## src/rtl/fifo_burst_reader.sv

```systemverilog
// Read-side burst controller for a registered-output sync FIFO: waits for a full burst (or flush),
// pops it back-to-back, and re-times the words through a 2-entry skid buffer onto a valid/ready stream.
module fifo_burst_reader #(
    parameter int FIFO_data_size = 3,
    parameter int FIFO_addr_size = 2
) (
    input  logic                      clk,
    input  logic                      rst,
    input  logic [FIFO_addr_size:0]   burst_len,
    input  logic                      flush,
    output logic                      fifo_r_en,
    input  logic [FIFO_data_size-1:0] fifo_data,
    input  logic                      fifo_empty,
    input  logic [FIFO_addr_size:0]   fifo_count,
    output logic                      out_valid,
    input  logic                      out_ready,
    output logic [FIFO_data_size-1:0] out_data,
    output logic                      out_last,
    output logic                      busy
);

    localparam int CW = FIFO_addr_size + 1;
    localparam logic [CW-1:0] DEPTH = CW'(1 << FIFO_addr_size);

    typedef enum logic {IDLE, BURST} state_t;

    state_t                    state_q, state_d;
    logic [CW-1:0]             remaining_q, remaining_d;
    logic                      pending_q, pending_d;
    logic                      pending_last_q, pending_last_d;
    logic [FIFO_data_size-1:0] buf_data_q [2];
    logic [FIFO_data_size-1:0] buf_data_d [2];
    logic                      buf_last_q [2];
    logic                      buf_last_d [2];
    logic                      wr_ptr_q, wr_ptr_d;
    logic                      rd_ptr_q, rd_ptr_d;
    logic [1:0]                occ_q, occ_d;

    logic [CW-1:0]             eff_len;
    logic [2:0]                inflight;
    logic                      pop;
    logic                      issue;

    assign out_valid = (occ_q != 2'd0);
    assign out_data  = buf_data_q[rd_ptr_q];
    assign out_last  = out_valid && buf_last_q[rd_ptr_q];
    assign busy      = (state_q == BURST) || pending_q || out_valid;
    assign pop       = out_valid && out_ready;

    // Words already buffered or in flight, minus the one leaving this cycle, must leave a free slot.
    assign inflight  = {1'b0, occ_q} + {2'b0, pending_q};
    assign issue     = rst && (state_q == BURST) && (remaining_q != '0) && !fifo_empty
                       && (inflight <= (3'd1 + {2'b0, pop}));
    assign fifo_r_en = issue;

    always_comb begin
        eff_len = burst_len;
        if (burst_len == '0) begin
            eff_len = CW'(1);
        end else if (burst_len > DEPTH) begin
            eff_len = DEPTH;
        end
    end

    always_comb begin
        state_d        = state_q;
        remaining_d    = remaining_q;
        pending_d      = issue;
        pending_last_d = issue && (remaining_q == CW'(1));
        buf_data_d     = buf_data_q;
        buf_last_d     = buf_last_q;
        wr_ptr_d       = wr_ptr_q;
        rd_ptr_d       = rd_ptr_q;
        occ_d          = occ_q + {1'b0, pending_q} - {1'b0, pop};

        case (state_q)
            IDLE: begin
                if (fifo_count >= eff_len) begin
                    state_d     = BURST;
                    remaining_d = eff_len;
                end else if (flush && !fifo_empty) begin
                    state_d     = BURST;
                    remaining_d = fifo_count;
                end
            end
            BURST: begin
                if (issue) begin
                    remaining_d = remaining_q - CW'(1);
                    if (remaining_q == CW'(1)) begin
                        state_d = IDLE;
                    end
                end else if (remaining_q == '0) begin
                    state_d = IDLE;
                end
            end
            default: state_d = IDLE;
        endcase

        // The FIFO's registered output is valid exactly one cycle after the pop.
        if (pending_q) begin
            buf_data_d[wr_ptr_q] = fifo_data;
            buf_last_d[wr_ptr_q] = pending_last_q;
            wr_ptr_d             = ~wr_ptr_q;
        end
        if (pop) begin
            rd_ptr_d = ~rd_ptr_q;
        end
    end

    always_ff @(posedge clk) begin
        if (!rst) begin
            state_q        <= IDLE;
            remaining_q    <= '0;
            pending_q      <= 1'b0;
            pending_last_q <= 1'b0;
            buf_data_q     <= '{default: '0};
            buf_last_q     <= '{default: 1'b0};
            wr_ptr_q       <= 1'b0;
            rd_ptr_q       <= 1'b0;
            occ_q          <= 2'd0;
        end else begin
            state_q        <= state_d;
            remaining_q    <= remaining_d;
            pending_q      <= pending_d;
            pending_last_q <= pending_last_d;
            buf_data_q     <= buf_data_d;
            buf_last_q     <= buf_last_d;
            wr_ptr_q       <= wr_ptr_d;
            rd_ptr_q       <= rd_ptr_d;
            occ_q          <= occ_d;
        end
    end

endmodule

```

## config.mk

```make
export PLATFORM = sky130hd
export DESIGN_NAME = fifo_burst_reader
export DESIGN_NICKNAME = d
export VERILOG_FILES = /design/src/rtl/fifo_burst_reader.sv
export SDC_FILE = /design/constraint.sdc
export NUM_CORES = 1
export LEC_CHECK = 0
export CAP_MARGIN = 40
export CORE_MARGIN = 5
export CORE_UTILIZATION = 61
export DETAILED_ROUTE_END_ITERATION = 7
export DONT_BUFFER_PORTS = 1
export GPL_TIMING_DRIVEN = 0
export PLACE_DENSITY = 0.77
export SLEW_MARGIN = 15
export SYNTH_ARGS = -nofsm -noshare
export SYNTH_HDL_FRONTEND = slang
export SYNTH_SLANG_ARGS = --single-unit
```

## constraint.sdc

```tcl
create_clock -name clk -period 4.31 [get_ports clk]
set_clock_uncertainty 0.05 [all_clocks]
set_input_delay 1.293 -clock clk [delete_from_list [all_inputs] [get_ports clk]]
set_output_delay 1.293 -clock clk [all_outputs]
set_load 0.005 [all_outputs]
```

==> results by group <==
Status
  – Status: finished clean

Floorplan
  – Io pins: 21
  – Die X-Extent: 52.0 µm
  – # rows: 15
  – Die area: between 0.002 and 0.003 mm²
  – Die H: 52.0 µm
  – Starting Density: 62.9%
  – Core ar.: about 0.0017 mm²

CTS
  – Post-CTS Setup Inserts: 0
  – H-tree Lvls: 1
  – Clock sink total: 18
  – TritonCTS clock tree: built
  – Worst-Skew Late Latency: 290 ps
  – Clock tree buffer depth: 2
  – Clk pin slew, worst setup/hold paths: 100 ps
  – CTS Hold Bufs: 0
  – Post-CTS Resized: 0
  – Root Buffer: clkbuf_4
  – Total CTS buffers: 3

Route
  – Via/cell ratio: 5.49
  – WL final: 1840 µm
  – Wire per inst: 12.3 µm
  – ANT nets after route: 0
  – Number of DRC markers in iteration 0: 8
  – Pre-Repair DR Iteration Count: 3
  – Post-route DRC: 0
  – Via count: just over 800

Worst hold path
  – Hold endpoint: remaining_q[1]
  – WHS Path Cells: 2
  – HP Start: remaining_q[1]
  – Tightest Hold Check Type: flop to flop

Cells and area
  – Final Instance Area: approximately 0.0011 mm²
  – Ant. Diodes: 0
  – Final design utilization: 66.8%
  – Fin nets: 152
  – Filler-free cell count of the finished design: 150
  – Fillers: 144
  – Share of cells above drive strength 1: 10.4%
  – Layout area overhead: 6.29%

Timing
  – Final hold vios: 0
  – Hold Slack: 409 ps
  – RSZ-0062 raised after global routing: no
  – Fin worst setup slack: ~110 ps
  – Slew Limit Fails: 0
  – Final setup violation count: 0
  – Slew HR: approximately two thirds
  – FMAX: ~0.24 GHz
  – Actual slew at the worst max-slew pin: about 480 ps
  – Fin Setup TNS: 0 ps
  – Final period util: 97.3%
  – Fin crit period: 4200 ps

Power and ir drop
  – Power Density: 424 mW/mm²
  – Tot Pwr: 0.484 mW
  – Worst IR Drop VDD: 200 µV
  – Static leakage power: 0.514 nW

Synth
  – Synth Area in XOR/XNOR: under 10%
  – Yosys warns: 0
  – Post-Syn Nets: 147
  – Ranking of synthesized cells by area: dfxtp_1, ha_1, mux2i_1
  – Most frequent cell after synthesis: dfxtp_1
  – Dominant combinational cell family by area after synthesis: simple AND/OR/NAND/NOR gates
  – Mapped cell area: between 0.001 and 0.0015 mm²
  – Synth cell count leaders: dfxtp_1, inv_1, nand2_1
  – Area leader, netlist: dfxtp_1
  – Simple-Gate Fraction of Synth Area: roughly 17%
  – Post-synthesis mux area share: 11.8%
  – Post-synth top area share: 33.6%
  – Compound-Gate Fraction of Synth Area: about 15%
  – Post-synthesis adder-cell area fraction: 14.7%
  – Syn avg cell area: 8.87 µm²
  – Count of cell types in the netlist: 28
  – Post-Syn Instances: around 120
  – Flops & latches, synth: 18
  – Fraction of registers with async set/reset: 0%
  – Sequential-to-total area share from yosys stat: 33.6%
  – Dominant synthesized flop cell: dfxtp_1
  – EDFF count, synth: 0

Global route
  – Number of global-route vias before repair: around 790
  – GRT Overall Usage: 16.1%
  – Total gr overflow: 0
  – Pin count of the biggest net entering global routing: 11
  – First-pass GRT wire length: 3260 µm
  – Initial antenna violation count: 0

Setup path
  – Crit Path Max Fanout: 3
  – Crit path DAT: 2850 ps
  – FF-to-FF setup slack: roughly 1400 ps
  – Crit path launch type: primary input
  – Req. time, crit path: 2970 ps
  – Slowest cell on crit path: fa_1
  – Critical path, cell by cell: nand2_1, inv_1, fa_1, or3b_4, a2111oi_4
  – R2r endpoint: remaining_q[0]
  – CP max stage delay: 490 ps
  – Worst r2r src: occ_q[1]
  – Reg2Reg Depth: 10
  – WS Path Type: primary input to primary output
  – Crit end category: primary output

Placement
  – Post-place setup slack: 98.2 ps
  – Final HPWL DP: 1520 µm
  – Port Buffers: 0
  – GPL Wtd Cong: 0.761
  – Placed Cells: about 150
  – DP Area: about 0.0011 mm²

Flow run
  – MaxCap Viol Count: 0
## kinds of logic (layout without fill, tap and decap cells)
family | Yosys count | in the layout
AO/OA/AOI/OAI | 22 | 22
XOR/XNOR | 3 | 3
adder cells (fa/ha/maj) | 12 | 12
buffers and inverters | 18 | 22
flip-flops | 18 | 18
multiplexers | 12 | 12
AND/OR/NAND/NOR | 36 | 36
## report_power, final
| part | switching (mW) | internal, mW | total, mW |
|---|---|---|---|
| Combinational | 0.103 | 0.0793 | 0.182 |
| Clock | 0.0493 | 0.0514 | 0.101 |
| Sequential | 0.0145 | 0.186 | 0.201 |
| Total | 0.166 | 0.317 | 0.484 |
## area by class of cell
cell class                 count  area (µm²)  area share (%)
sequential                    18         360            31.6
tap                           25        31.3            2.74
buffer                         3        11.3           0.987
inverter                      15        56.3            4.93
clock buffer                   4        36.3            3.18
multi-input combinational     85         646            56.6
## cell usage in the layout (no fill, tap or decap)
cell type / netlist / routed
nand2b_1: 4 / 4
mux2_2: 5 / 5
dfxtp_1: 18 / 18
a21oi_1: 11 / 11
a2111oi_0: 1 / 1
fa_1: 1 / 1
o31ai_1: 1 / 1
mux2i_1: 7 / 7
o21ai_0: 3 / 3
ha_1: 11 / 11
clkbuf_1: 3 / 3
a211o_1: 1 / 1
o31a_1: 1 / 1
clkbuf_4: 0 / 3
nand2_1: 12 / 12
clkbuf_8: 0 / 1
xor2_1: 1 / 1
o211ai_1: 1 / 1
o32ai_1: 1 / 1
a2111oi_4: 1 / 1
inv_1: 15 / 15
and3b_2: 1 / 1
a21oi_2: 1 / 1
xnor2_1: 2 / 2
nor2b_1: 2 / 2
nand3_1: 4 / 4
and2_1: 2 / 2
nor2_1: 8 / 8
or3_1: 2 / 2
or3b_4: 1 / 1
## worst max-delay path by stage
stage	end	slack, ps	cells after the start	start
after global placement	fifo_r_en	120	5	out_ready
after global routing	fifo_r_en	40	5	out_ready
final	fifo_r_en	110	5	out_ready
after detailed placement	fifo_r_en	100	5	out_ready
after CTS	fifo_r_en	100	5	out_ready
after floorplan	fifo_r_en	220	5	out_ready
## registers in the layout (all words and copies together) (netlist names)
signal / cells
remaining_q: 3
buf_data_q: 6
pending_last_q: 1
occ_q: 2
wr_ptr_q: 1
pending_q: 1
rd_ptr_q: 1
state_q: 1
buf_last_q: 2
## layer usage
layer / vias up / GRT usage, % / part of all wire [%]
met5: - / 0 / 0
met4: 0 / 7.86 / 1.6
met3: 5 / 4.87 / 6.6
met2: 16 / 27.8 / 52
met1: 383 / 17.8 / 40
li1: 419 / - / -
## worst max-delay path: cells and delay by family
family	cells	cell delay [ps]
and+or+nand+nor	2	530
AOI/OAI and AO/OA	1	450
buffers and inverters	1	90
adders and majority gates	1	490
Note: power is estimated with default switching activity, not from simulation.
